File: config.mk
export PLATFORM = sky130hd
export DESIGN_NAME = hex_display_driver
export DESIGN_NICKNAME = d
export VERILOG_FILES = /design/src/rtl/hex_display_pkg.sv /design/src/rtl/hex_seg_decode.sv /design/src/rtl/hex_display_driver.sv
export SDC_FILE = /design/constraint.sdc
export NUM_CORES = 1
export LEC_CHECK = 0
export ABC_AREA = 1
export BUFFER_PORTS_ARGS = -buffer_cell sky130_fd_sc_hd__buf_2
export CAP_MARGIN = 20
export CELL_PAD_IN_SITES_DETAIL_PLACEMENT = 0
export CELL_PAD_IN_SITES_GLOBAL_PLACEMENT = 2
export CORE_ASPECT_RATIO = 1.2
export CORE_UTILIZATION = 34
export CTS_CLUSTER_DIAMETER = 40
export DETAILED_ROUTE_END_ITERATION = 8
export PLACE_DENSITY = 0.88
export SLEW_MARGIN = 5
export SYNTH_ARGS = -nofsm -noshare
export SYNTH_HDL_FRONTEND = slang
export SYNTH_SLANG_ARGS = --single-unit
File: constraint.sdc
create_clock -name clk -period 2.6 [get_ports clk]
set_input_delay 0.52 -clock clk [delete_from_list [all_inputs] [get_ports clk]]
set_output_delay 0.52 -clock clk [all_outputs]
set_load 0.01 [all_outputs]
File: src/rtl/hex_display_pkg.sv
// ============================================================================
// hex_display_pkg: active-high 7-segment glyphs (bit order g..a) and decoder
// Rev 1.0
// ============================================================================
`default_nettype none

package hex_display_pkg;

  localparam logic [6:0] SEG_0     = 7'h3F;
  localparam logic [6:0] SEG_1     = 7'h06;
  localparam logic [6:0] SEG_2     = 7'h5B;
  localparam logic [6:0] SEG_3     = 7'h4F;
  localparam logic [6:0] SEG_4     = 7'h66;
  localparam logic [6:0] SEG_5     = 7'h6D;
  localparam logic [6:0] SEG_6     = 7'h7D;
  localparam logic [6:0] SEG_7     = 7'h07;
  localparam logic [6:0] SEG_8     = 7'h7F;
  localparam logic [6:0] SEG_9     = 7'h6F;
  localparam logic [6:0] SEG_A     = 7'h77;
  localparam logic [6:0] SEG_B     = 7'h7C;
  localparam logic [6:0] SEG_C     = 7'h39;
  localparam logic [6:0] SEG_D     = 7'h5E;
  localparam logic [6:0] SEG_E     = 7'h79;
  localparam logic [6:0] SEG_F     = 7'h71;
  localparam logic [6:0] SEG_BLANK = 7'h00;

  // Lowercase b and d keep them distinct from 8 and 0.
  function automatic logic [6:0] seg_of(input logic [3:0] nibble);
    logic [6:0] glyph;
    glyph = SEG_BLANK;
    case (nibble)
      4'h0: glyph = SEG_0;
      4'h1: glyph = SEG_1;
      4'h2: glyph = SEG_2;
      4'h3: glyph = SEG_3;
      4'h4: glyph = SEG_4;
      4'h5: glyph = SEG_5;
      4'h6: glyph = SEG_6;
      4'h7: glyph = SEG_7;
      4'h8: glyph = SEG_8;
      4'h9: glyph = SEG_9;
      4'hA: glyph = SEG_A;
      4'hB: glyph = SEG_B;
      4'hC: glyph = SEG_C;
      4'hD: glyph = SEG_D;
      4'hE: glyph = SEG_E;
      4'hF: glyph = SEG_F;
    endcase
    return glyph;
  endfunction

endpackage

`default_nettype wire

File: src/rtl/hex_seg_decode.sv
// ============================================================================
// hex_seg_decode: combinational nibble to active-high 7-segment glyph
// Rev 1.0
// ============================================================================
`default_nettype none

module hex_seg_decode
  import hex_display_pkg::*;
(
  input  logic [3:0] nibble_i,
  output logic [6:0] seg_o
);

  assign seg_o = seg_of(nibble_i);

endmodule

`default_nettype wire

File: src/rtl/hex_display_driver.sv
// ============================================================================
// hex_display_driver: registered multi-digit hex 7-segment driver with
// leading-zero blanking, per-digit blink and a multiplexed scan output
// Rev 1.0
// ============================================================================
`default_nettype none

module hex_display_driver
  import hex_display_pkg::*;
#(
  parameter int DIGITS     = 4,
  parameter int ACTIVE_LOW = 1,
  parameter int BLINK_HALF = 12_500_000,
  parameter int SCAN_DIV   = 50_000
) (
  input  logic                  clk,
  input  logic                  reset,
  input  logic                  load,
  input  logic [4*DIGITS-1:0]   value,
  input  logic                  lz_en,
  input  logic [DIGITS-1:0]     blink_mask,
  output logic [7*DIGITS-1:0]   seg,
  output logic [6:0]            seg_scan,
  output logic [DIGITS-1:0]     digit_sel,
  output logic                  valid
);

  localparam int BW = (BLINK_HALF > 1) ? $clog2(BLINK_HALF) : 1;
  localparam int SW = (SCAN_DIV > 1) ? $clog2(SCAN_DIV) : 1;
  localparam int IW = (DIGITS > 1) ? $clog2(DIGITS) : 1;

  localparam logic              C_POL       = (ACTIVE_LOW != 0);
  localparam logic [6:0]        C_SEG_OFF   = {7{C_POL}};
  localparam logic [DIGITS-1:0] C_SEL_OFF   = {DIGITS{C_POL}};
  localparam logic [BW-1:0]     C_BLINK_MAX = BW'(BLINK_HALF - 1);
  localparam logic [SW-1:0]     C_SCAN_MAX  = SW'(SCAN_DIV - 1);
  localparam logic [IW-1:0]     C_IDX_MAX   = IW'(DIGITS - 1);

  logic [4*DIGITS-1:0] value_q;
  logic                lz_q;
  logic [DIGITS-1:0]   mask_q;
  logic                valid_q;

  logic [BW-1:0]       blink_cnt_q, blink_cnt_d;
  logic                phase_q, phase_d;
  logic [SW-1:0]       scan_cnt_q, scan_cnt_d;
  logic [IW-1:0]       scan_idx_q, scan_idx_d;

  logic [7*DIGITS-1:0] seg_q, seg_d;
  logic [6:0]          seg_scan_q, seg_scan_d;
  logic [DIGITS-1:0]   digit_sel_q, digit_sel_d;

  logic [6:0]          glyph [DIGITS];
  logic [6:0]          digit_seg [DIGITS];
  logic [6:0]          digit_raw;
  logic                upper_zero;

  for (genvar i = 0; i < DIGITS; i++) begin : g_dec
    hex_seg_decode u_dec (
      .nibble_i (value_q[4*i +: 4]),
      .seg_o    (glyph[i])
    );
  end

  // Walk from the top digit down so upper_zero means "this and all higher nibbles are 0".
  always_comb begin
    upper_zero = 1'b1;
    digit_raw  = SEG_BLANK;
    seg_d      = '0;
    for (int i = DIGITS - 1; i >= 0; i--) begin
      upper_zero = upper_zero && (value_q[4*i +: 4] == 4'h0);
      if (!valid_q)
        digit_raw = SEG_BLANK;
      else if (lz_q && (i != 0) && upper_zero)
        digit_raw = SEG_BLANK;
      else if (!phase_q && mask_q[i])
        digit_raw = SEG_BLANK;
      else
        digit_raw = glyph[i];
      digit_seg[i]      = digit_raw ^ C_SEG_OFF;
      seg_d[7*i +: 7]   = digit_seg[i];
    end
  end

  always_comb begin
    blink_cnt_d = blink_cnt_q + 1'b1;
    phase_d     = phase_q;
    if (blink_cnt_q == C_BLINK_MAX) begin
      blink_cnt_d = '0;
      phase_d     = ~phase_q;
    end

    scan_cnt_d = scan_cnt_q + 1'b1;
    scan_idx_d = scan_idx_q;
    if (scan_cnt_q == C_SCAN_MAX) begin
      scan_cnt_d = '0;
      scan_idx_d = (scan_idx_q == C_IDX_MAX) ? '0 : scan_idx_q + 1'b1;
    end

    // Select and segments come from the same index so they change together.
    digit_sel_d = (DIGITS'(1) << scan_idx_q) ^ C_SEL_OFF;
    seg_scan_d  = digit_seg[scan_idx_q];
  end

  always_ff @(posedge clk) begin
    if (reset) begin
      value_q     <= '0;
      lz_q        <= 1'b0;
      mask_q      <= '0;
      valid_q     <= 1'b0;
      blink_cnt_q <= '0;
      phase_q     <= 1'b1;
      scan_cnt_q  <= '0;
      scan_idx_q  <= '0;
      seg_q       <= {DIGITS{C_SEG_OFF}};
      seg_scan_q  <= C_SEG_OFF;
      digit_sel_q <= C_SEL_OFF;
    end else begin
      if (load) begin
        value_q <= value;
        lz_q    <= lz_en;
        mask_q  <= blink_mask;
        valid_q <= 1'b1;
      end
      blink_cnt_q <= blink_cnt_d;
      phase_q     <= phase_d;
      scan_cnt_q  <= scan_cnt_d;
      scan_idx_q  <= scan_idx_d;
      seg_q       <= seg_d;
      seg_scan_q  <= seg_scan_d;
      digit_sel_q <= digit_sel_d;
    end
  end

  assign seg       = seg_q;
  assign seg_scan  = seg_scan_q;
  assign digit_sel = digit_sel_q;
  assign valid     = valid_q;

endmodule

`default_nettype wire

==> summary.md <==
| Metric | Value |
|---|---|
| Status | finished, final reports clean |
| Post-route cell area | 7300 µm² |
| Max-slew headroom | 61.4% |
| Hold_sp | lz_en |
| CP max FO | 21 |
| CTS Buf Count | 17 |
| Yosys Warn Count | 0 |
| Worst EP required | 2.91 ns |
| Max_cap viols | 0 |
| Die Y | 151 µm |
| Largest net degree at the start of global routing | 29 |
| Clock sink count | 132 |
| Initial Util | 35.2% |
| Yosys reg bits | 132 |
| Syn Area/Cell | 7.36 µm² |
| Gr usage total | 17.2% |
| Routed via count | 5207 |
| Setup WS pre-CTS | 0.355 ns |
| Rows | 53 |
| Syn Nets | 907 |
| Final WS setup | 0.773 ns |
| Minimum clock period | 1.83 ns |
| Crit end category | flip-flop |
| FF-to-FF setup slack | 0.92 ns |
| Number of I/O port buffers | 63 |
| Setup-failing EPs final | 0 |
| Initial antenna violation count | 0 |
| Die area | 18900 µm² |
| Crit. path cell count | 10 |
| Grt ovf | 0 |
| Final setup TNS | 0 ns |
| IO Pins | 64 |
| Skew-Pair Late Insertion Delay | 0.42 ns |
| DRC violation count after routing | 0 |
| DRT Pass-1 Iters | 4 |
| Period utilisation layout | 70.3% |
| Reg2reg end | blink_cnt_q[15] |
| Worst Setup EP | g_dec[0].u_dec.seg_o[3] |
| Max H-tree Level | 4 |
| Diode count | 0 |
| Longest Clk Path Bufs | 2 |
| Die width | 126 µm |
| CTS hold repair buffers | 0 |
| Vias per inst | 4.53 |
| Clock tree from TritonCTS | built |
| Crit path largest cell delay | 0.35 ns |
| Pleak | 3.10 nW |
| F_max | 547 MHz |
| Synth cell types | 38 |
| Layout net count | 975 |
| Peak supply drop | 0.000424 V |
| First-pass GRT wire length | 25.0 mm |
| Worst Tran Pin Value | 0.579 ns |
| Syn Inst Count | 849 |
| Crit path DAT | 2.14 ns |
| Share of cells above drive strength 1 | 17.1% |
| Clk slew on worst S/H paths | 0.06 ns |
| Post-CTS Resized | 0 |
| Routability Congestion | 0.846 |
| CP Class | in2reg |
| Crit path launch | load |
| Worst-path cell chain | buf_2 -> buf_4 -> nor2_1 -> nor3_2 -> inv_1 -> ha_1 -> inv_1 -> nor2_1 -> o21ai_0 -> nand2_1 |
| Hold Path Class | in2reg |
| Worst Setup Start Kind | input pin |
| Post-DRT Antenna Nets | 0 |
| Final number of hold-violating endpoints | 0 |
| Dpl hpwl | 11.5 mm |
| Unrepaired setup endpoints after global routing | false |
| Area Growth Syn to Fin | 16.8% |
| Vias in the first global route | 5154 |
| Syn Std Cell Area | 6250 µm² |
| DR WL/cell | 13.1 µm |
| Commonest cells after routing, fill and taps aside | 192 x nand2_1, 132 x dfxtp_1, 130 x nor2_1 |
| Critical R2R Launch | blink_cnt_q[0] |
| Worst Path Buf+Inv | 4 |
| Core area | 17800 µm² |
| Pwr dens | 683 nW/µm² |
| Sequential share of the synthesized area | 42.3% |
| Worst-case reg-to-reg path depth | 8 |
| Filler cells | 1884 |
| CP top delay family | simple AND/OR/NAND/NOR gates |
| Clock skew | 0.00543 ns |
| Root Buffer | clkbuf_16 |
| Finished Layout Cells | 1149 |
| Dpl cells | 1118 |
| Commonest non-fill, non-tap cell in the layout | nand2_1 |
| Critical-path top delay cell | nor3_2 |
| Max-slew violations | 0 |
| Post-CTS Setup Bufs | 0 |
| First DRT Iteration DRCs | 231 |
| Placed Instance Area | 6740 µm² |
| Final Routed Wirelength | 15.1 mm |
-- cell type report --
class	count	area (µm²)	share of cell area, %
Clock inverter	11	110	1.51
Clock buffer	20	457	6.25
Multi-Input combinational cell	602	3090	42.3
Sequential cell	132	2640	36.2
Timing Repair Buffer	71	375	5.14
Inverter	93	352	4.81
Tap cell	220	275	3.77
-- per-stage QoR --
stage                     total power, mW  utilization, %  hold slack [ns]
after floorplan                      2.58               -            0.381
after global placement               2.74            37.9            0.428
after detailed placement             2.73            37.9            0.420
after CTS                            5.06            41.1            0.329
after global routing                 5.24            41.1            0.346
final                                4.99            41.1            0.338
-- where the power goes --
part,internal (mW),switching (mW)
clock,1.44,0.866
combinational,0.174,0.317
sequential,2.15,0.0423
-- cells by family after synthesis --
logic type      share of synthesized area (%)
simple gates                             34.1
flops                                    42.3
buf+inv                                  8.31
compound gates                           6.24
fa+ha+maj                                6.80
xor+xnor                                 2.24
-- how the worst min path moves through the flow --
stage / end / slack, ns / cells past startpoint
2_1_floorplan: seg[0] / 0.38 / 1
5_1_grt: lz_q / 0.35 / 3
3_3_place_gp: seg[1] / 0.43 / 1
3_5_place_dp: seg[1] / 0.42 / 1
6_report: lz_q / 0.34 / 3
4_1_cts: lz_q / 0.33 / 3
-- synth_stat cells, drive strengths merged --
master | number | area share (%)
and2 | 2 | 0.20
or2 | 13 | 1.3
nand2 | 203 | 13
clkinv | 1 | 0.060
clkbuf | 1 | 0.060
a21oi | 22 | 1.8
inv | 92 | 5.6
buf | 21 | 2.6
xnor2 | 8 | 1.1
a31oi | 1 | 0.10
dfxtp | 132 | 42
a21boi | 1 | 0.18
nor2 | 154 | 11
nand4 | 16 | 1.6
o21a | 1 | 0.12
nor3 | 11 | 1.0
o21ai | 42 | 3.4
xor2 | 8 | 1.1
nand3 | 79 | 6.5
o22ai | 6 | 0.60
ha | 34 | 6.8
nand3b | 1 | 0.12
-- layer usage --
metal / part of all wire [%] / global-route usage (%) / vias up / wire length, µm
met3: 3.9 / 4.94 / 13 / 594
met1: 46 / 20.3 / 2301 / 6930
met5: 0 / 0 / - / 0
li1: - / - / 2814 / -
met4: 1.3 / 6.27 / 0 / 201
met2: 49 / 29.9 / 79 / 7350
-- worst min-delay path, delay by kind of cell --
family / cells / cell delay [ns]
buffers and inverters: 1 / 0.08
AND/OR/NAND/NOR: 2 / 0.12
-- state kept, by name (all words and copies together), names as in the netlist, 2 cells and up --
signal,flops
value_q,16
scan_cnt_q,16
seg_scan,7
seg,28
mask_q,4
scan_idx_q,2
g_dec.u_dec.seg_o,28
blink_cnt_q,24
digit_sel,4
(Power assumes the default switching activity.)
